File: src/rtl/reg_transfer_controller.sv
// Multi-cycle control FSM for the 16-bit CPU datapath: latches a 9-bit
// instruction in T0, then sequences register/ALU/bus enables through T1..T3.
//
// state | meaning
// T0    | fetch: ir_in follows run, capture instr when run=1
// T1    | mv/mvi/NOP finish here; add/sub drive rx into A
// T2    | add/sub: drive ry, load G with A +/- bus
// T3    | add/sub: G drives bus into rx, done
module reg_transfer_controller #(
    parameter int OP_W      = 3,
    parameter int REG_SEL_W = 3
) (
    input  logic                            clk,
    input  logic                            resetn,
    input  logic                            run,
    input  logic [OP_W+2*REG_SEL_W-1:0]     instr,
    output logic                            ir_in,
    output logic [(2**REG_SEL_W)-1:0]       r_in,
    output logic [(2**REG_SEL_W)-1:0]       r_out,
    output logic                            a_in,
    output logic                            g_in,
    output logic                            g_out,
    output logic                            din_out,
    output logic                            addsub,
    output logic                            done
);

    localparam int NREG = 2**REG_SEL_W;
    localparam int IR_W = OP_W + 2*REG_SEL_W;

    localparam logic [1:0] T0 = 2'd0;
    localparam logic [1:0] T1 = 2'd1;
    localparam logic [1:0] T2 = 2'd2;
    localparam logic [1:0] T3 = 2'd3;

    localparam logic [OP_W-1:0] OP_MV  = OP_W'(0);
    localparam logic [OP_W-1:0] OP_MVI = OP_W'(1);
    localparam logic [OP_W-1:0] OP_ADD = OP_W'(2);
    localparam logic [OP_W-1:0] OP_SUB = OP_W'(3);

    logic [1:0]           r_step;
    logic [IR_W-1:0]      r_ir;

    logic [OP_W-1:0]      w_op;
    logic [REG_SEL_W-1:0] w_rx;
    logic [REG_SEL_W-1:0] w_ry;
    logic [NREG-1:0]      w_rx_oh;
    logic [NREG-1:0]      w_ry_oh;
    logic                 w_is_arith;

    assign w_op       = r_ir[IR_W-1 -: OP_W];
    assign w_rx       = r_ir[2*REG_SEL_W-1 -: REG_SEL_W];
    assign w_ry       = r_ir[REG_SEL_W-1:0];
    assign w_rx_oh    = NREG'(1) << w_rx;
    assign w_ry_oh    = NREG'(1) << w_ry;
    assign w_is_arith = (w_op == OP_ADD) || (w_op == OP_SUB);

    always_ff @(posedge clk) begin
        if (!resetn) begin
            r_step <= T0;
            r_ir   <= '0;
        end else begin
            case (r_step)
                T0: begin
                    if (run) begin
                        r_ir   <= instr;
                        r_step <= T1;
                    end
                end
                T1:      r_step <= w_is_arith ? T2 : T0;
                // Non-arith IR in T2 cannot happen normally; bail to fetch.
                T2:      r_step <= w_is_arith ? T3 : T0;
                T3:      r_step <= T0;
                default: r_step <= T0;
            endcase
        end
    end

    always_comb begin
        ir_in   = 1'b0;
        r_in    = '0;
        r_out   = '0;
        a_in    = 1'b0;
        g_in    = 1'b0;
        g_out   = 1'b0;
        din_out = 1'b0;
        addsub  = 1'b0;
        done    = 1'b0;
        if (resetn) begin
            case (r_step)
                T0: ir_in = run;
                T1: begin
                    case (w_op)
                        OP_MV: begin
                            r_out = w_ry_oh;
                            r_in  = w_rx_oh;
                            done  = 1'b1;
                        end
                        OP_MVI: begin
                            din_out = 1'b1;
                            r_in    = w_rx_oh;
                            done    = 1'b1;
                        end
                        OP_ADD, OP_SUB: begin
                            r_out = w_rx_oh;
                            a_in  = 1'b1;
                        end
                        default: done = 1'b1;
                    endcase
                end
                T2: begin
                    if (w_is_arith) begin
                        r_out  = w_ry_oh;
                        g_in   = 1'b1;
                        addsub = (w_op == OP_SUB);
                    end
                end
                T3: begin
                    if (w_is_arith) begin
                        g_out = 1'b1;
                        r_in  = w_rx_oh;
                        done  = 1'b1;
                    end
                end
                default: ;
            endcase
        end
    end

endmodule

File: config.mk
export PLATFORM = sky130hd
export DESIGN_NAME = reg_transfer_controller
export DESIGN_NICKNAME = d
export VERILOG_FILES = /design/src/rtl/reg_transfer_controller.sv
export SDC_FILE = /design/constraint.sdc
export NUM_CORES = 1
export LEC_CHECK = 0
export CELL_PAD_IN_SITES_DETAIL_PLACEMENT = 0
export CELL_PAD_IN_SITES_GLOBAL_PLACEMENT = 1
export CORE_MARGIN = 4
export CORE_UTILIZATION = 25
export CTS_CLUSTER_DIAMETER = 80
export CTS_CLUSTER_SIZE = 25
export DETAILED_ROUTE_END_ITERATION = 12
export PLACE_DENSITY = 0.69
export SLEW_MARGIN = 15
export SYNTH_ARGS = -nofsm -noshare
export SYNTH_HDL_FRONTEND = slang
export SYNTH_SLANG_ARGS = --single-unit
File: constraint.sdc
create_clock -name clk -period 2.4 [get_ports clk]
set_input_delay 0.24 -clock clk [delete_from_list [all_inputs] [get_ports clk]]
set_output_delay 0.24 -clock clk [all_outputs]
set_load 0.1 [all_outputs]
==> flow_summary.json, run 1 <==
{
  "hold_buffers": 0,
  "overflow": 0,
  "end_kind": "output pin",
  "htree_levels": 1,
  "totalWireLength_um": 2370,
  "max_clock_freq_ghz": 0.442,
  "cts.sinks": 11,
  "setup_viol": 0,
  "grt.total_usage": 0.114,
  "fp-row-count": 21,
  "synth_nets": 131,
  "cts.clk_slew.worst_paths_ns": 0.06,
  "via_per_inst": 4.74,
  "yosys.cell_types.count": 33,
  "synthArstFlopShare": 0,
  "antenna_left": 0,
  "fp.dieW_um": 66.8,
  "first_iter_violations": 21,
  "ys_seq_area_frac": 0.255,
  "synth.avg_cell_area_um2": 7.58,
  "critical_path_class": "flop to output pin",
  "arrival_ns": 2.02,
  "crit_family": "simple AND/OR/NAND/NOR gates",
  "crit_required_ns": 2.16,
  "syn_to_final_growth_pct": 88.4,
  "placed_cells": 190,
  "critPathBufInv": 2,
  "final_area_mm2": 0.00163,
  "clockBufferDepth": 2,
  "tightestPinTransition_ns": 0.439,
  "die_area_mm2": 0.00446,
  "crit_path_max_incr_delay_ns": 0.49,
  "synth_edf_count": 0,
  "wire_per_inst_um": 12.2,
  "path_cells": "inv_1 > ha_4 > nand4b_1 > or3b_2 > o22ai_2 > buf_12",
  "final_cell_mix": "buf_12, nand2_1, clkdlybuf4s50_1, a21boi_0, dfxtp_1",
  "cp-start-kind": "flop",
  "root_buffer": "clkbuf_4",
  "cp_slowest_cell": "or3b_2",
  "power.density_mw_per_mm2": 328,
  "run_status": "complete, no violations",
  "cap_violations": 0,
  "cts_tree": "built",
  "num_vias": 920,
  "dieHeight_um": 66.8,
  "skew_ns": 0.00317,
  "ir_worst_vdd_mv": 0.263,
  "drtPass1Iterations": 4,
  "postPlaceCellArea_mm2": 0.00158,
  "rsz0062_at_grt": "false",
  "place_hpwl_um": 2040,
  "drcViolationCount": 0,
  "mostFrequentLayoutCell": "buf_12",
  "nets": 166,
  "fin_crit_ns": 2.26,
  "synth-main-ff-cell": "dfxtp_1",
  "design.core.area_mm2": 0.00334,
  "synth_area_um2": 865,
  "hold_violations": 0,
  "diodes": 0,
  "power.leakage_nw": 0.574,
  "slew_headroom": 0.707,
  "finalCritPeriodShare": 0.943,
  "cts_buffers": 3,
  "hold_path.class": "flop to flop",
  "crit_path_max_fanout": 5,
  "io_pins": 35,
  "slew_viol_final": 0,
  "ys_ff_latch": 11,
  "layout-drive-gt1-share": 0.358,
  "ys_warn_count": 0,
  "syn_inst": 114,
  "place.gp.congestion": 0.734,
  "clock_latency_ns": 0.26,
  "io_buffers": 34,
  "antenna_found_initial": 0,
  "start_util": 0.259,
  "final_cells": 194,
  "first_global_vias": 908,
  "grt_pass1_wl_um": 4060,
  "grt_max_degree": 13
}
-- registers in the layout, indices dropped and copies added, names as in the netlist --
register and cells:
r_step 2, r_ir 9
-- repair_timing --
item | 4_1_cts | 5_1_grt
buffers inserted | 0 | 0
endpoints found under the setup margin | 0 | 7
resized for setup | 0 | 6
-- routing by layer --
metal,track usage,share of wire,vias up
met3,0.0101,0.030,2
li1,-,-,477
met2,0.202,0.50,22
met4,0.0381,0.0034,0
met1,0.144,0.47,419
met5,0,0,-
-- worst reg2reg max path: stages (launching register included) --
cell and delay, ns:
dfxtp_1 0.59, nor2b_1 0.35, o2111ai_1 0.16, a21boi_0 0.17
-- final cells by class --
type	count	area, um^2
Fill cell	332	1710
Timing Repair Buffer	36	586
Multi-Input combinational cell	94	726
Inverter	3	11.3
Clock buffer	4	26.3
Tap cell	46	57.6
Sequential cell	11	223
-- cell usage after synthesis, types with 3 or more instances --
cell / instances / area share
and3_1: 4 / 0.029
nor2_1: 10 / 0.043
ha_1: 5 / 0.072
dfxtp_1: 11 / 0.25
o32ai_1: 3 / 0.030
a21boi_0: 10 / 0.087
nand2b_1: 3 / 0.022
nand3_1: 4 / 0.023
nand2_1: 22 / 0.096
o22ai_1: 4 / 0.029
nor2b_1: 4 / 0.029
nor3_1: 3 / 0.017
inv_1: 3 / 0.013
-- final timing paths --
check	to	slack [ns]	cells past startpoint	from
max	r_out[3]	0.14	6	r_step[1]
min	r_step[1]	0.50	2	r_step[1]
max reg2reg	r_step[1]	1.05	3	r_ir[7]
min reg2reg	r_step[1]	0.50	2	r_step[1]
-- per-stage QoR --
step           setup TNS (ns)  worst slack [ns]  utilization  hold slack (ns)  power (W)
4_1_cts                     0           0.00194        0.482            0.521   0.000536
3_5_place_dp                0             0.292        0.474            0.510   0.000412
6_report                    0             0.138        0.488            0.497   0.000535
2_1_floorplan          -0.326            -0.202            -            0.385   0.000347
3_3_place_gp                0             0.323        0.474            0.495   0.000410
5_1_grt                     0           0.00269        0.488            0.535   0.000569
-- power breakdown --
| group | switching, W | total [W] | internal, W |
|---|---|---|---|
| Combinational | 0.000111 | 0.000193 | 0.0000825 |
| Sequential | 0.0000249 | 0.000220 | 0.000195 |
| Clock | 0.0000578 | 0.000122 | 0.0000642 |
| Total | 0.000193 | 0.000535 | 0.000342 |
-- cells by family after synthesis --
kind of cell             after synthesis  share of synthesized area
AO/OA/AOI/OAI                         22                      0.182
adder cells (fa/ha/maj)                5                     0.0724
buffers and inverters                  9                     0.0535
flip-flops                            11                      0.255
multiplexers                           2                     0.0246
AND/OR/NAND/NOR                       65                      0.412
(Power assumes the default switching activity.)
==> run 2, diff against run 1 <==
--- a/constraint.sdc
+++ b/constraint.sdc
@@ -3,2 +3,2 @@
 set_output_delay 0.24 -clock clk [all_outputs]
-set_load 0.1 [all_outputs]
+set_load 0.02 [all_outputs]
==> run 2 against run 1 <==
  * Die area did not move
  * First-iteration DRC count rose to 3.5 times the previous value
  * Via count rose by 2.7%
  * Sequential share of layout area rose by 3.4 points
  * Cell count rose by 1.0%
  * Power fell by 12%
  * Sequential cell count did not move
  * Clock power barely moved
  * Clock skew barely moved
  * Non-clock buffer count rose by 2
==> flow_summary.json, run 2 (synthesis gave the netlist of run 1 again) <==
{
  "wl_met2_um": 1190,
  "cp_slowest_cell": "dfxtp_1",
  "crit_required_ns": 2.16,
  "via_per_inst": 4.82,
  "worstHoldStart": "r_ir[2]",
  "hold_ws_ns": 0.528,
  "cts.sinks": 11,
  "io_pins": 35,
  "p_seq_frac": 0.464,
  "switching_power_w": 0.000144,
  "place_hpwl_um": 1940,
  "first_iter_violations": 73,
  "overflow": 0,
  "path_cells": "inv_1 > ha_1 > and4b_1 > nand3b_1 > o32ai_1 > clkdlybuf4s15_1",
  "cts_tree": "built",
  "totalWireLength_um": 2460,
  "final_cell_mix": "nand2_1, clkdlybuf4s50_1, nor2_1, a21boi_0, dfxtp_1",
  "drcViolationCount": 0,
  "place.gp.congestion": 0.811,
  "r2r-start": "r_step[0]",
  "power.density_mw_per_mm2": 362,
  "swShare": 0.308,
  "cp-startpoint": "r_step[0]",
  "p_clk_frac": 0.261,
  "htree_levels": 1,
  "cts.clk_slew.worst_paths_ns": 0.07,
  "finalSetupTns_ns": 0,
  "largest_register_ff_count": 9,
  "cp-start-kind": "flop",
  "crit_path_max_fanout": 4,
  "p_comb_frac": 0.275,
  "run_status": "complete, no violations",
  "die_area_mm2": 0.00446,
  "fp-row-count": 21,
  "wl_met1_um": 1130,
  "layout-drive-gt1-share": 0.100,
  "largest_register": "r_ir",
  "slew_viol_final": 0,
  "root_buffer": "clkbuf_4",
  "largestRegisters": "r_ir (9), r_step (2)",
  "finalCritPeriodShare": 0.936,
  "nFillCells": 375,
  "crit_path_max_incr_delay_ns": 0.38,
  "io_buffers": 34,
  "max_clock_freq_ghz": 0.445,
  "tightestPinTransition_ns": 0.303,
  "fin_crit_ns": 2.25,
  "critical_path_class": "flop to output pin",
  "reg2reg_depth": 5,
  "wl_met3_um": 112,
  "nets": 168,
  "clockBufferDepth": 2,
  "reg2reg_slack_ns": 1.04,
  "dr.max_layer_used": "met4",
  "diodes": 0,
  "slew_headroom": 0.797,
  "arrival_ns": 2.01,
  "p_int_w": 0.000324,
  "antenna_found_initial": 0,
  "design.core.area_mm2": 0.00334,
  "utilization": 0.388,
  "grt_pass1_wl_um": 4110,
  "setup_viol": 0,
  "reg2reg_to": "r_ir[2]",
  "drtPass1Iterations": 4,
  "grt_max_degree": 13,
  "rsz0062_at_grt": "false",
  "antenna_left": 0,
  "cts_buffers": 3,
  "first_global_vias": 951,
  "ir_worst_vdd_mv": 0.143,
  "wire_per_inst_um": 12.6,
  "mostFrequentLayoutCell": "nand2_1",
  "end_kind": "output pin",
  "whs_endpoint": "r_ir[2]",
  "dieHeight_um": 66.8,
  "hold_violations": 0,
  "cap_violations": 0,
  "whs_path_depth": 2,
  "start_util": 0.259,
  "num_vias": 945,
  "fp.dieW_um": 66.8,
  "grt.total_usage": 0.113,
  "skew_ns": 0.00327,
  "syn_to_final_growth_pct": 49.6,
  "clock_latency_ns": 0.26,
  "hold_path.class": "flop to flop",
  "power.leakage_nw": 0.631
}
-- run 2: stage by stage --
| step | cell area, um^2 | cells | power [W] | setup slack (ns) |
|---|---|---|---|---|
| 3_3_place_gp | 1260 | 192 | 0.000348 | 0.0378 |
| 3_5_place_dp | 1260 | 192 | 0.000350 | 0.0320 |
| 2_1_floorplan | 865 | 114 | 0.000298 | 0.492 |
| 5_1_grt | 1290 | 196 | 0.000497 | 0.0122 |
| 4_1_cts | 1270 | 196 | 0.000473 | 0.0207 |
| 6_report | 1290 | 196 | 0.000468 | 0.153 |
-- run 2: per-layer routing --
metal / global-route usage / up-vias
li1: - / 480
met1: 0.149 / 438
met2: 0.197 / 25
met3: 0.00337 / 2
met4: 0.0381 / 0
met5: 0 / -
-- run 2: cell type report --
class,count,area [um^2],share of cell area
tap,46,57.6,0.0445
inverter,3,11.3,0.00870
sequential,11,221,0.171
timing repair buffer,38,374,0.289
multi-input combinational,94,603,0.466
clock buffer,4,26.3,0.0203
-- run 2: what timing repair did --
action | 4_1_cts | 5_1_grt
pin swaps | 0 | 0
gates resized for setup | 10 | 15
buffers inserted | 0 | 0
hold buffers | 0 | 0
endpoints found under the setup margin | 9 | 12
-- run 2: worst max path at each step --
| stage | depth (start not counted) | to | slack [ns] |
|---|---|---|---|
| CTS | 6 | r_in[4] | 0.02 |
| finish | 6 | r_out[1] | 0.15 |
| global route | 6 | r_out[1] | 0.01 |
| global placement | 6 | r_out[3] | 0.04 |
| detailed placement | 6 | r_in[4] | 0.03 |
| floorplan | 5 | r_out[3] | 0.49 |
-- run 2: power groups by stage --
stage          Clock [W]  Sequential (W)  Combinational, W
5_1_grt         0.000132        0.000220          0.000145
2_1_floorplan          0        0.000209         0.0000889
6_report        0.000122        0.000217          0.000129
3_5_place_dp           0        0.000221          0.000129
4_1_cts         0.000127        0.000217          0.000130
3_3_place_gp           0        0.000220          0.000128
-- run 2: worst max-delay path, delay by kind of cell (launching register included) --
family                   cells  cell delay (ns)
buffers and inverters        2             0.45
AO/OA/AOI/OAI                1             0.16
flip-flops                   1             0.38
adder cells (fa/ha/maj)      1             0.33
AND/OR/NAND/NOR              2             0.42
==> run 3, diff against run 2 <==
- MAX_ROUTING_LAYER: default -> met4
==> run 3 against run 2 <==
  * Worst setup slack got worse by 0.0048 ns
  * Combinational power is essentially flat
  * Critical endpoint unchanged
  * Utilization stayed put
  * Count of clock-buffer cells in the layout did not move
==> flow_summary.json, run 3 (synthesis gave the netlist of run 1 again) <==
{
  "run_status": "complete, no violations",
  "fp-row-count": 21,
  "reg2reg_depth": 5,
  "critPathBufInv": 2,
  "dieHeight_um": 66.8,
  "num_vias": 943,
  "antenna_found_initial": 0,
  "via_per_inst": 4.81,
  "switching_power_w": 0.000144,
  "skew_ns": 0.00327,
  "gr-usage-met1": 0.149,
  "ir_worst_vdd_mv": 0.143,
  "final_cell_mix": "nand2_1, clkdlybuf4s50_1, nor2_1, a21boi_0, dfxtp_1",
  "tightestPinTransition_ns": 0.303,
  "mostFrequentLayoutCell": "nand2_1",
  "first_global_vias": 952,
  "ff_latch_area_um2": 221,
  "root_buffer": "clkbuf_4",
  "syn_to_final_growth_pct": 49.6,
  "grt.total_usage": 0.116,
  "final_area_mm2": 0.00129,
  "end_kind": "output pin",
  "whs_path_depth": 2,
  "antenna_left": 0,
  "critical_path_class": "flop to output pin",
  "cp-start-kind": "flop",
  "p_comb_frac": 0.275,
  "place.gp.congestion": 0.823,
  "cts.sinks": 11,
  "place_hpwl_um": 1940,
  "crit_path_max_incr_delay_ns": 0.38,
  "utilization": 0.388,
  "gr-usage-met3": 0.00337,
  "power.leakage_nw": 0.631,
  "io_pins": 35,
  "p_clk_frac": 0.261,
  "cts_buffers": 3,
  "rsz0062_at_grt": "false",
  "cp_slowest_cell": "dfxtp_1",
  "hold_buffers": 0,
  "largest_register": "r_ir",
  "cp_num_cells": 6,
  "hold_violations": 0,
  "cts_tree": "built",
  "swShare": 0.308,
  "power.density_mw_per_mm2": 362,
  "design.core.area_mm2": 0.00334,
  "diodes": 0,
  "slew_headroom": 0.797,
  "hold_path.class": "flop to flop",
  "die_area_mm2": 0.00446,
  "fp.dieW_um": 66.8,
  "slew_viol_final": 0,
  "path_cells": "inv_1 > ha_1 > and4b_1 > nand3b_1 > o32ai_1 > clkdlybuf4s15_1",
  "layout-drive-gt1-share": 0.100,
  "htree_levels": 1,
  "crit_path_max_fanout": 4,
  "clock_latency_ns": 0.26,
  "p_int_w": 0.000324,
  "arrival_ns": 2.01,
  "multi_input_area_um2": 603,
  "wire_per_inst_um": 12.6,
  "cts.clk_slew.worst_paths_ns": 0.07,
  "setup_viol": 0,
  "drcViolationCount": 0,
  "overflow": 0,
  "clockBufferDepth": 2,
  "final_cells": 196,
  "grt_util_met2": 0.197,
  "largest_register_ff_count": 9,
  "finalCritPeriodShare": 0.938,
  "first_iter_violations": 54,
  "finalSetupTns_ns": 0,
  "max_clock_freq_ghz": 0.444,
  "fin_crit_ns": 2.25,
  "io_buffers": 34,
  "grt.busiest_layer": "met2",
  "nets": 168,
  "nFillCells": 375,
  "grt_max_degree": 13,
  "placed_cells": 192,
  "p_seq_frac": 0.464,
  "totalWireLength_um": 2460,
  "start_util": 0.259,
  "drtPass1Iterations": 4,
  "crit_family": "buffers and inverters",
  "grt_pass1_wl_um": 4100,
  "cap_violations": 0,
  "crit_required_ns": 2.16,
  "largestRegisters": "r_ir (9), r_step (2)",
  "postPlaceCellArea_mm2": 0.00126
}
==> run 3: cell counts in the layout (fill, tap and decap cells not counted) <==
No cell type changed its count.
==> run 3: final timing paths <==
kind,start,endpoint,slack [ns]
worst min register to register,r_ir[2],r_ir[2],0.53
worst max register to register,r_step[0],r_ir[2],1.04
worst min-delay path,r_ir[2],r_ir[2],0.53
worst max-delay path,r_step[0],r_out[1],0.15
==> run 3: what timing repair did <==
item / in CTS / in global routing
gates resized for setup: 10 / 15
endpoints found under the setup margin: 9 / 12
buffers inserted: 0 / 0
==> run 3: cell type report <==
| type | instances | area share |
|---|---|---|
| Clock buffer | 4 | 0.0203 |
| Inverter | 3 | 0.00870 |
| Sequential cell | 11 | 0.171 |
| Tap cell | 46 | 0.0445 |
| Timing Repair Buffer | 38 | 0.289 |
| Multi-Input combinational cell | 94 | 0.466 |
==> run 3: stage by stage <==
step,hold slack (ns),total power (W),setup slack [ns]
global placement,0.507,0.000348,0.0378
finish,0.528,0.000469,0.148
CTS,0.534,0.000473,0.0207
floorplan,0.385,0.000298,0.492
detailed placement,0.524,0.000350,0.0320
global route,0.565,0.000497,0.0122
==> run 3: layer usage <==
metal | up-vias | wire length, um
li1 | 480 | -
met1 | 436 | 1130
met2 | 25 | 1200
met3 | 2 | 112
met4 | 0 | 24
met5 | - | 0
==> run 3: power groups by stage <==
stage,Sequential (W),Combinational [W],Clock [W]
5_1_grt,0.000220,0.000145,0.000132
2_1_floorplan,0.000209,0.0000889,0
4_1_cts,0.000217,0.000130,0.000127
3_3_place_gp,0.000220,0.000128,0
3_5_place_dp,0.000221,0.000129,0
6_report,0.000217,0.000129,0.000122
==> run 3: tightest hold or removal path, delay by kind of cell (launching register included) <==
family / cells / cell delay, ns
compound gates: 1 / 0.07
flops: 1 / 0.35
simple gates: 1 / 0.06
